`src/rtl/multi_edge_detector.sv`:
```
// Multi-channel synchroniser + debounce + edge detector with sticky flags and IRQ.
// Optional saturating per-channel edge counters: define MULTI_EDGE_DETECTOR_COUNT_EN.
module multi_edge_detector #(
   parameter int   NUM_CH          = 4,
   parameter int   SYNC_STAGES     = 2,
   parameter int   DEBOUNCE_CYCLES = 1,
   parameter logic RESET_LEVEL     = 1'b0,
   parameter int   CNT_W           = 8
) (
   input  logic                    CLK,
   input  logic                    RSTN,
   input  logic [NUM_CH-1:0]       SAMPLE_IN,
   input  logic [NUM_CH-1:0]       STICKY_CLR_IN,
   input  logic [NUM_CH-1:0]       COUNT_CLR_IN,
   output logic [NUM_CH-1:0]       LEVEL_OUT,
   output logic [NUM_CH-1:0]       RISE_EDGE_OUT,
   output logic [NUM_CH-1:0]       FALL_EDGE_OUT,
   output logic [NUM_CH-1:0]       RISE_STICKY_OUT,
   output logic [NUM_CH-1:0]       FALL_STICKY_OUT,
   output logic                    IRQ_OUT,
   output logic [NUM_CH*CNT_W-1:0] EDGE_COUNT_OUT
);

   localparam int             DB_W    = (DEBOUNCE_CYCLES > 1) ? $clog2(DEBOUNCE_CYCLES) : 1;
   localparam logic [DB_W-1:0] DB_LAST = DB_W'(DEBOUNCE_CYCLES - 1);

   genvar gi;
   generate
      for (gi = 0; gi < NUM_CH; gi++) begin : g_ch
         logic [SYNC_STAGES-1:0] sync_reg;
         logic [DB_W-1:0]        db_cnt_reg;
         logic                   level_reg;
         logic                   prev_reg;
         logic                   rise_sticky_reg;
         logic                   fall_sticky_reg;
         logic                   sync_q;
         logic                   rise;
         logic                   fall;

         assign sync_q = sync_reg[SYNC_STAGES-1];
         assign rise   = level_reg & ~prev_reg;
         assign fall   = ~level_reg & prev_reg;

         always_ff @(posedge CLK or negedge RSTN) begin
            if (!RSTN) begin
               sync_reg        <= {SYNC_STAGES{RESET_LEVEL}};
               db_cnt_reg      <= '0;
               level_reg       <= RESET_LEVEL;
               prev_reg        <= RESET_LEVEL;
               rise_sticky_reg <= 1'b0;
               fall_sticky_reg <= 1'b0;
            end else begin
               sync_reg <= {sync_reg[SYNC_STAGES-2:0], SAMPLE_IN[gi]};
               // Level only follows after DEBOUNCE_CYCLES consecutive differing samples.
               if (sync_q == level_reg) begin
                  db_cnt_reg <= '0;
               end else if (db_cnt_reg == DB_LAST) begin
                  level_reg  <= sync_q;
                  db_cnt_reg <= '0;
               end else begin
                  db_cnt_reg <= db_cnt_reg + DB_W'(1);
               end
               prev_reg        <= level_reg;
               rise_sticky_reg <= rise | (rise_sticky_reg & ~STICKY_CLR_IN[gi]);
               fall_sticky_reg <= fall | (fall_sticky_reg & ~STICKY_CLR_IN[gi]);
            end
         end

         assign LEVEL_OUT[gi]       = level_reg;
         assign RISE_EDGE_OUT[gi]   = rise;
         assign FALL_EDGE_OUT[gi]   = fall;
         assign RISE_STICKY_OUT[gi] = rise_sticky_reg;
         assign FALL_STICKY_OUT[gi] = fall_sticky_reg;

`ifdef MULTI_EDGE_DETECTOR_COUNT_EN
         logic [CNT_W-1:0] cnt_reg;

         // A clear coinciding with an edge leaves the count at 1.
         always_ff @(posedge CLK or negedge RSTN) begin
            if (!RSTN) begin
               cnt_reg <= '0;
            end else if (COUNT_CLR_IN[gi]) begin
               cnt_reg <= (rise | fall) ? CNT_W'(1) : '0;
            end else if ((rise | fall) && (cnt_reg != '1)) begin
               cnt_reg <= cnt_reg + CNT_W'(1);
            end
         end

         assign EDGE_COUNT_OUT[gi*CNT_W +: CNT_W] = cnt_reg;
`else
         assign EDGE_COUNT_OUT[gi*CNT_W +: CNT_W] = '0;
`endif
      end
   endgenerate

`ifndef MULTI_EDGE_DETECTOR_COUNT_EN
   logic unused_count_clr;
   assign unused_count_clr = ^COUNT_CLR_IN;
`endif

   assign IRQ_OUT = |(RISE_STICKY_OUT | FALL_STICKY_OUT);

endmodule

```
`config.mk`:
```
export PLATFORM = sky130hd
export DESIGN_NAME = multi_edge_detector
export DESIGN_NICKNAME = d
export VERILOG_FILES = /design/src/rtl/multi_edge_detector.sv
export SDC_FILE = /design/constraint.sdc
export NUM_CORES = 1
export LEC_CHECK = 0
export BUFFER_PORTS_ARGS = -buffer_cell sky130_fd_sc_hd__buf_2
export CAP_MARGIN = 25
export CORE_AREA = 2 2 55 57
export CTS_BUF_LIST = sky130_fd_sc_hd__clkbuf_8
export CTS_CLUSTER_DIAMETER = 60
export DETAILED_ROUTE_END_ITERATION = 7
export DIE_AREA = 0 0 57 59
export PLACE_DENSITY = 0.76
export SLEW_MARGIN = 20
export SYNTH_ARGS = -nofsm -noshare
export SYNTH_HDL_FRONTEND = slang
export SYNTH_SLANG_ARGS = --single-unit
```
`constraint.sdc`:
```
create_clock -name CLK -period 1 [get_ports CLK]
set_input_delay 0 -clock CLK [delete_from_list [all_inputs] [get_ports CLK]]
set_output_delay 0 -clock CLK [all_outputs]
set_load 0.01 [all_outputs]
```
==> results of run 1 <==
==> cells by family after synthesis <==
group / Yosys count
DFF: 24
other: 1
buffers and inverters: 60
AOI/OAI and AO/OA: 8
and+or+nand+nor: 11
==> cells in the mapped netlist <==
cell,count,share of area (%)
buf_4,52,32
nor2b_4,8,9.1
dfrtp_1,24,50
clkbuf_1,4,1.2
nor4_1,2,1.0
conb_1,1,0.31
a21o_2,1,0.72
inv_1,4,1.2
a21o_1,7,4.3
nand2_1,1,0.31
==> metal layers <==
metal	track usage, %	vias up
li1	-	275
met1	11.79	281
met2	17.08	49
met3	4.148	0
met4	0	0
met5	0	-
==> worst register-to-register path: cells and delay by family (launching register included) <==
family / cells / cell delay (ns)
AND/OR/NAND/NOR: 1 / 0.15
buffers and inverters: 1 / 0.12
flip-flops: 1 / 0.45
AO/OA/AOI/OAI: 1 / 0.14
==> power groups by stage <==
stage               sequential, mW  clock (mW)  combinational (mW)
global placement              1.10           0               0.237
CTS                           1.09       0.557               0.282
finish                        1.09       0.526               0.298
detailed placement            1.10           0               0.243
global route                  1.09       0.593               0.329
floorplan                     1.09           0               0.318
==> metrics by stage <==
stage                     utilization (%)  power, mW
final                               47.92      1.910
after global routing                47.92      2.017
after CTS                           46.26      1.926
after detailed placement            41.04      1.345
after global placement              41.04      1.335
after floorplan                         -      1.406
==> worst min-delay path by stage <==
stage	startpoint	to	slack [ns]
floorplan	RSTN	g_ch[0].fall_sticky_reg$_DFF_PN0_	-0.30
global placement	RSTN	g_ch[1].sync_reg[0]$_DFF_PN0_	-0.008
detailed placement	RSTN	g_ch[3].sync_reg[0]$_DFF_PN0_	0.007
CTS	STICKY_CLR_IN[1]	g_ch[1].fall_sticky_reg$_DFF_PN0_	0.02
global route	STICKY_CLR_IN[1]	g_ch[1].fall_sticky_reg$_DFF_PN0_	0.04
finish	STICKY_CLR_IN[1]	g_ch[1].fall_sticky_reg$_DFF_PN0_	0.03
==> final cells by class <==
cell class | count | area share, %
repair buffers | 42 | 21.39
inverters | 4 | 1.156
multi-input cells | 51 | 24.66
well taps | 31 | 2.987
flip-flops and latches | 24 | 46.63
clock buffers | 3 | 3.179
==> repair_timing <==
| item | 4_1_cts | 5_1_grt |
|---|---|---|
| setup buffers | 3 | 4 |
| pin swaps | 1 | 1 |
| gates cloned | 0 | 0 |
| endpoints found under the setup margin | 5 | 8 |
| hold buffers | 5 | 0 |
| resized for setup | 6 | 4 |
| endpoints found under the hold margin | 28 | 0 |
==> flow_metrics.env, run 1 <==
export IMPL_grt_pass1_vias=561
export IMPL_numCtsBuffers=3
export IMPL_slew_headroom_pct=66.35
export IMPL_root_buffer="clkbuf_8"
export IMPL_viasPerCell=3.903
export IMPL_dr_pass1_iters=2
export IMPL_status="finished, violations left"
export IMPL_cts_sinks=24
export IMPL_routed_top_layer="met3"
export IMPL_largest_reg_flops=8
export IMPL_gr_total_overflow=0
export IMPL_fmax_mhz=861.5
export IMPL_synth_fa_ha_area_share_pct=0
export IMPL_yosys_warnings=0
export IMPL_path_clk_slew_ns=0.07
export IMPL_worst_path_max_delay_cell="dfrtp_1"
export IMPL_seq_power_share_pct=56.9
export IMPL_die_height_um=59
export IMPL_yosys_mux_area_fraction_pct=0
export IMPL_synthCells=104
export IMPL_drv_slew=0
export IMPL_dp_hpwl_um=1194
export IMPL_holdWs_ns=0.03051
export IMPL_r2r_end="g_ch[3].rise_sticky_reg$_DFF_PN0_"
export IMPL_fin_worst_skew_ns=0.002657
export IMPL_crit_path_start_kind="flip-flop"
export IMPL_critPathTopFamily="flip-flops"
export IMPL_wl_per_cell_um=10.16
export IMPL_dr_wl_met2_um=786
export IMPL_synth_compound_area_share_pct=5.057
export IMPL_period_share_pct=116.1
export IMPL_drt_wl_total_um=1575
export IMPL_drtIter0Drc=6
export IMPL_htreeDepth=1
export IMPL_met1Wirelength_um=608
export IMPL_track_usage_pct=9.649
export IMPL_pre_cts_ws_ns=0.06503
export IMPL_comb_power_share_pct=15.6
export IMPL_drive_above_1_share_pct=44.35
export IMPL_wl_met3_um=179
export IMPL_final_cells=155
export IMPL_nFillCells=248
export IMPL_cpPeakStageDelay_ns=0.40
export IMPL_clockPowerShare_pct=27.6
export IMPL_cp_end_kind="primary output"
export IMPL_clk_insertion_delay_late_ns=0.25
export IMPL_multi_input_area_um2=320.3
export IMPL_synth_cell_area_um2=1212
export IMPL_synth_distinct_cells=10
export IMPL_setup_slack_ns=-0.1607
export IMPL_hold_class="in2reg"
export IMPL_antenna_found_initial=0
export IMPL_synth_top_family_by_area="buffers and inverters"
export IMPL_violations="setup timing"
export IMPL_layout_common_cells="conb_1 (32), buf_2 (26), dfrtp_1 (20)"
export IMPL_cp_num_buf_inv=1
export IMPL_cp_depth=3
export IMPL_setup_violations=1
export IMPL_arrival_ns=1.16
export IMPL_ys_seq_elements=24
export IMPL_final_common_cell="conb_1"
export IMPL_cts_tree="done"
export IMPL_sw_frac_of_total_pct=24.45
export IMPL_regArea_um2=605.6
export IMPL_initial_core_util_pct=44.74
export IMPL_routed_via_count=605
export IMPL_dieWidth_um=57
export IMPL_hold_viol_final=0
export IMPL_critPathLaunch="g_ch[2].rise_sticky_reg$_DFF_PN0_"
export IMPL_io_pins=67
export IMPL_synthSimpleGateAreaFrac_pct=10.42
export IMPL_maxCapViolCount=0
export IMPL_nNetsFinal=140
export IMPL_place_area_um2=1112
export IMPL_powerDensity_nw_per_um2=1471
export IMPL_hold_depth=3
export IMPL_yosysSeqAreaShare_pct=49.54
export IMPL_place_congestion=0.6406
export IMPL_avgSynthCellArea_um2=11.66
export IMPL_fin_crit_ns=1.161
export IMPL_grt_max_degree=25
export IMPL_rsz0062_at_grt="yes"
export IMPL_post_route_drc_count=0
export IMPL_worstSetupEndpoint="IRQ_OUT"
export IMPL_reg2reg_from="g_ch[3].level_reg$_DFFE_PN0P_"
export IMPL_p_leak_nw=0.7362
export IMPL_cp_max_fo=2
export IMPL_r2r_setup_slack_ns=0.03
export IMPL_stdcell_area_um2=1299
export IMPL_cp_required_ns=1.00
export IMPL_io_buffers=30
export IMPL_critPathKind="reg2out"
export IMPL_worstPathCellList="nor4_2 > nand2_1 > buf_2"
export IMPL_diodes=0
export IMPL_vdd_drop_max_uv=1412
export IMPL_areaGrowthSynthToFinish_pct=7.121
export IMPL_tightestPinTransition_ns=0.5047
export IMPL_reg2regPathDepth=3
export IMPL_core_um2=2710
export IMPL_clk_path_buf_depth=2
export IMPL_dieArea_um2=3363
export IMPL_tns_ns=-0.1607
export IMPL_p_sw_mw=0.4670
export IMPL_row_count=19
export IMPL_drt_antenna_violating_nets=0
export IMPL_internal_power_mw=1.443
export IMPL_dp_cells=140
export IMPL_synth_xor_area_share_pct=0
export IMPL_grt_first_pass_wirelength_um=2484
Note: power is estimated with default switching activity, not from simulation.
==> run 2, diff against run 1 <==
--- a/config.mk
+++ b/config.mk
@@ -7,12 +7,13 @@
 export LEC_CHECK = 0
 export BUFFER_PORTS_ARGS = -buffer_cell sky130_fd_sc_hd__buf_2
 export CAP_MARGIN = 25
-export CORE_AREA = 2 2 55 57
+export CORE_AREA = 2 2 53 55
 export CTS_BUF_LIST = sky130_fd_sc_hd__clkbuf_8
 export CTS_CLUSTER_DIAMETER = 60
 export DETAILED_ROUTE_END_ITERATION = 7
-export DIE_AREA = 0 0 57 59
-export PLACE_DENSITY = 0.76
+export DIE_AREA = 0 0 55 57
+export PLACE_DENSITY = 0.82
+export REMOVE_ABC_BUFFERS = 1
 export SLEW_MARGIN = 20
 export SYNTH_ARGS = -nofsm -noshare
 export SYNTH_HDL_FRONTEND = slang
==> constraint.sdc (replaced) <==
create_clock -name CLK -period 1.4 [get_ports CLK]
set_input_delay 0 -clock CLK [delete_from_list [all_inputs] [get_ports CLK]]
set_output_delay 0 -clock CLK [all_outputs]
set_load 0.01 [all_outputs]
==> run 2 against run 1 <==
  * Cell count is 4.5% lower
  * The run now ends clean
  * Via count is 6.8% lower
  * Sequential cell count is the same
  * First-iteration DRC count unchanged
  * Cell area decreased by 7.3%
  * Non-clock buffer count is 7 lower
  * Clock power down 29%
  * Wire length down 13%
  * Register-to-register slack improved by 0.50 ns
  * Critical path depth unchanged
  * Clock skew decreased by 0.0015 ns
  * Setup slack better by 0.37 ns
==> flow_metrics.env, run 2 (synthesized netlist as in run 1, its figures left out) <==
export IMPL_cp_required_ns=1.40
export IMPL_areaGrowthSynthToFinish_pct=-0.7228
export IMPL_arrival_ns=1.19
export IMPL_crit_path_start_kind="flip-flop"
export IMPL_routed_via_count=564
export IMPL_hold_class="in2reg"
export IMPL_viasPerCell=3.811
export IMPL_row_count=19
export IMPL_fin_crit_ns=1.191
export IMPL_numCtsBuffers=3
export IMPL_setup_slack_ns=0.2086
export IMPL_rsz0062_at_grt="no"
export IMPL_reg2reg_from="g_ch[2].level_reg$_DFFE_PN0P_"
export IMPL_cts_setup_buffers=0
export IMPL_cts_sinks=24
export IMPL_layout_common_cells="conb_1 (32), buf_2 (30), dfrtp_1 (24)"
export IMPL_htreeDepth=1
export IMPL_final_cells=148
export IMPL_status="finished clean"
export IMPL_place_congestion=0.5874
export IMPL_final_common_cell="conb_1"
export IMPL_path_clk_slew_ns=0.07
export IMPL_post_route_drc_count=0
export IMPL_dp_cells=140
export IMPL_tightestPinTransition_ns=0.5094
export IMPL_antenna_found_initial=0
export IMPL_hold_depth=3
export IMPL_root_buffer="clkbuf_8"
export IMPL_grt_max_degree=25
export IMPL_power_mw=1.322
export IMPL_powerDensity_nw_per_um2=1099
export IMPL_r2r_setup_slack_ns=0.53
export IMPL_nNetsFinal=133
export IMPL_setup_violations=0
export IMPL_ctsHoldBuffers=5
export IMPL_cp_max_fo=3
export IMPL_slew_headroom_pct=66.04
export IMPL_dp_hpwl_um=1109
export IMPL_fin_worst_skew_ns=0.001200
export IMPL_pre_cts_ws_ns=0.4608
export IMPL_dieWidth_um=55
export IMPL_cp_end_kind="primary output"
export IMPL_io_buffers=30
export IMPL_grt_first_pass_wirelength_um=2056
export IMPL_wl_per_cell_um=9.277
export IMPL_p_leak_nw=0.6982
export IMPL_die_height_um=57
export IMPL_clk_path_buf_depth=2
export IMPL_gr_total_overflow=0
export IMPL_clk_insertion_delay_late_ns=0.25
export IMPL_drive_above_1_share_pct=35.90
export IMPL_period_share_pct=85.10
export IMPL_io_pins=67
export IMPL_hp_start="STICKY_CLR_IN[2]"
export IMPL_post_cts_resized=0
export IMPL_grt_pass1_vias=488
export IMPL_track_usage_pct=8.966
export IMPL_holdWs_ns=0.03120
export IMPL_hold_viol_final=0
export IMPL_drt_antenna_violating_nets=0
export IMPL_tns_ns=0
export IMPL_drv_slew=0
export IMPL_dieArea_um2=3135
export IMPL_initial_core_util_pct=46.36
export IMPL_nFillCells=262
export IMPL_critPathKind="reg2out"
export IMPL_reg2regPathDepth=2
export IMPL_hold_path_end="g_ch[2].fall_sticky_reg$_DFF_PN0_"
export IMPL_drtIter0Drc=6
export IMPL_largest_reg_flops=8
export IMPL_dr_pass1_iters=2
export IMPL_drt_wl_total_um=1373
export IMPL_vdd_drop_max_uv=720.5
export IMPL_maxCapViolCount=0
export IMPL_core_um2=2615
export IMPL_cts_tree="done"
export IMPL_diodes=0
export IMPL_fmax_mhz=839.3
export IMPL_r2r_end="g_ch[2].rise_sticky_reg$_DFF_PN0_"
run 2: cell count changes in the layout (fill, tap and decap cells not counted), sizes merged:
cell,before,now
buf,37,30
run 2: stage by stage:
stage               util [%]  area, µm²
floorplan                  -      923.4
global placement       42.54       1112
detailed placement     42.54       1112
CTS                    46.03       1204
global route           46.03       1204
finish                 46.03       1204
run 2: power by group:
part	switching, mW	leakage [nW]	internal, mW	total (mW)
Combinational	0.104	0.393	0.0768	0.181
Sequential	0.0330	0.284	0.737	0.770
Clock	0.180	0.0216	0.191	0.371
run 2: routing by layer:
layer,share of wire [%],track usage (%),vias to the layer above
met5,0,0,-
met3,10,3.927,0
met1,35,10.28,270
met4,0,1.045,0
li1,-,-,262
met2,55,15.65,32
run 2: worst max-delay path by stage:
stage	endpoint	slack, ns	depth (start not counted)	start
2_1_floorplan	g_ch[2].rise_sticky_reg$_DFF_PN0_	0.51	2	g_ch[2].level_reg$_DFFE_PN0P_
3_3_place_gp	IRQ_OUT	0.46	3	g_ch[0].fall_sticky_reg$_DFF_PN0_
3_5_place_dp	IRQ_OUT	0.46	3	g_ch[0].fall_sticky_reg$_DFF_PN0_
4_1_cts	IRQ_OUT	0.17	3	g_ch[0].fall_sticky_reg$_DFF_PN0_
5_1_grt	IRQ_OUT	0.09	3	g_ch[0].fall_sticky_reg$_DFF_PN0_
6_report	IRQ_OUT	0.21	3	g_ch[0].fall_sticky_reg$_DFF_PN0_
run 2: cell type report:
type / instances / area (µm²) / area share [%]
multi-input cells: 51 / 307.8 / 25.57
well taps: 31 / 38.79 / 3.222
inverters: 4 / 15.01 / 1.247
clock buffers: 3 / 41.29 / 3.430
repair buffers: 35 / 200.2 / 16.63
flip-flops and latches: 24 / 600.6 / 49.90
run 2: worst max-delay path, stage by stage (launching register included):
cell     delay [ns]
dfrtp_1        0.39
nor4_1         0.32
nand2_1        0.08
buf_2          0.15
==> run 3, diff against run 2 <==
==> constraint.sdc (replaced) <==
create_clock -name CLK -period 1.4 [get_ports CLK]
set_input_delay 0.14 -clock CLK [delete_from_list [all_inputs] [get_ports CLK]]
set_output_delay 0.14 -clock CLK [all_outputs]
set_load 0.01 [all_outputs]
==> run 3 against run 2 <==
  * Maximum frequency down 8.5%
  * Clock skew about the same
  * Sequential cell count unchanged
  * Via count up 1.4%
  * Largest power group unchanged
==> flow_metrics.env, run 3 (synthesized netlist as in run 1, its figures left out) <==
export IMPL_track_usage_pct=8.966
export IMPL_die_height_um=57
export IMPL_hold_depth=3
export IMPL_worst_path_max_delay_cell="dfrtp_1"
export IMPL_fin_crit_ns=1.302
export IMPL_cp_max_fo=3
export IMPL_worstPathCellList="nor4_2 > nand2_1 > buf_2"
export IMPL_reg2reg_from="g_ch[2].level_reg$_DFFE_PN0P_"
export IMPL_rsz0062_at_grt="no"
export IMPL_areaGrowthSynthToFinish_pct=0.9285
export IMPL_maxCapViolCount=0
export IMPL_htreeDepth=1
export IMPL_r2r_setup_slack_ns=0.53
export IMPL_clk_insertion_delay_late_ns=0.25
export IMPL_drtIter0Drc=5
export IMPL_dp_hpwl_um=1109
export IMPL_dieArea_um2=3135
export IMPL_holdWs_ns=0.1747
export IMPL_core_um2=2615
export IMPL_p_leak_nw=0.7044
export IMPL_io_buffers=30
export IMPL_final_cells=149
export IMPL_reg2regPathDepth=2
export IMPL_diodes=0
export IMPL_setup_violations=0
export IMPL_pre_cts_ws_ns=0.3208
export IMPL_slew_headroom_pct=65.99
export IMPL_cp_end_kind="primary output"
export IMPL_tightestPinTransition_ns=0.5102
export IMPL_viasPerCell=3.839
export IMPL_layout_common_cells="conb_1 (32), buf_2 (30), dfrtp_1 (24)"
export IMPL_dieWidth_um=55
export IMPL_initial_core_util_pct=46.36
export IMPL_crit_path_start_kind="flip-flop"
export IMPL_status="finished clean"
export IMPL_io_pins=67
export IMPL_nFillCells=262
export IMPL_vdd_drop_max_uv=721.9
export IMPL_drv_slew=0
export IMPL_fin_worst_skew_ns=0.001410
export IMPL_post_route_drc_count=0
export IMPL_root_buffer="clkbuf_8"
export IMPL_final_common_cell="conb_1"
export IMPL_dp_cells=140
export IMPL_powerDensity_nw_per_um2=1091
export IMPL_row_count=19
export IMPL_antenna_found_initial=0
export IMPL_hp_start="STICKY_CLR_IN[3]"
export IMPL_arrival_ns=1.16
export IMPL_hold_class="in2reg"
export IMPL_cpPeakStageDelay_ns=0.41
export IMPL_grt_first_pass_wirelength_um=2056
export IMPL_drt_wl_total_um=1435
export IMPL_cp_required_ns=1.26
export IMPL_wl_per_cell_um=9.631
export IMPL_hold_path_end="g_ch[3].fall_sticky_reg$_DFF_PN0_"
export IMPL_critPathKind="reg2out"
export IMPL_setup_slack_ns=0.09818
export IMPL_cp_num_buf_inv=1
export IMPL_routed_via_count=572
export IMPL_period_share_pct=92.99
export IMPL_clk_path_buf_depth=2
export IMPL_numCtsBuffers=3
export IMPL_nNetsFinal=134
export IMPL_grt_max_degree=25
export IMPL_cts_sinks=24
export IMPL_hold_viol_final=0
export IMPL_drive_above_1_share_pct=38.14
export IMPL_dr_pass1_iters=4
export IMPL_path_clk_slew_ns=0.07
export IMPL_power_mw=1.335
export IMPL_largest_reg_flops=8
export IMPL_cts_tree="done"
export IMPL_gr_total_overflow=0
export IMPL_drt_antenna_violating_nets=0
export IMPL_critPathTopFamily="flip-flops"
export IMPL_place_congestion=0.5874
export IMPL_grt_pass1_vias=488
export IMPL_r2r_end="g_ch[2].rise_sticky_reg$_DFF_PN0_"
export IMPL_tns_ns=0
export IMPL_fmax_mhz=768.2
run 3: tightest hold or removal path, delay by kind of cell:
kind / cells / cell delay [ns]
AOI/OAI and AO/OA: 1 / 0.10
buffers and inverters: 2 / 0.15
run 3: worst max-delay path by stage:
stage,from,end,slack [ns],cells after the start
5_1_grt,g_ch[2].rise_sticky_reg$_DFF_PN0_,IRQ_OUT,0.01,3
2_1_floorplan,g_ch[2].rise_sticky_reg$_DFF_PN0_,IRQ_OUT,0.47,2
3_5_place_dp,g_ch[0].fall_sticky_reg$_DFF_PN0_,IRQ_OUT,0.32,3
3_3_place_gp,g_ch[0].fall_sticky_reg$_DFF_PN0_,IRQ_OUT,0.32,3
4_1_cts,g_ch[0].fall_sticky_reg$_DFF_PN0_,IRQ_OUT,0.03,3
6_report,g_ch[2].rise_sticky_reg$_DFF_PN0_,IRQ_OUT,0.1,3
run 3: where the power goes:
part	total [mW]	leakage, nW	switching (mW)	internal (mW)
registers	0.774	0.284	0.0373	0.737
clock network	0.373	0.0216	0.182	0.191
logic	0.187	0.399	0.106	0.0816
total	1.33	0.704	0.325	1.01
run 3: layout make-up:
class | count | area (µm²) | share of cell area [%]
Sequential cell | 24 | 600.6 | 49.08
Multi-Input combinational cell | 51 | 320.3 | 26.18
Timing Repair Buffer | 36 | 207.7 | 16.97
Clock buffer | 3 | 41.29 | 3.374
Inverter | 4 | 15.01 | 1.227
Tap cell | 31 | 38.79 | 3.170
run 3: timing repair:
action                                 CTS  global route
setup buffers                            0             1
endpoints found under the hold margin   28             0
hold buffers                             5             0
setup endpoints to repair                0             1
gates resized for setup                  0             2
run 3: metrics by stage:
step | area, µm² | util, %
2_1_floorplan | 923.4 | -
3_3_place_gp | 1112 | 42.54
3_5_place_dp | 1112 | 42.54
4_1_cts | 1204 | 46.03
5_1_grt | 1224 | 46.79
6_report | 1224 | 46.79
run 3: per-layer routing:
metal,global-route usage [%],share of wire (%)
met5,0,0
met2,15.65,55
met1,10.28,35
met4,1.045,0
met3,3.927,10
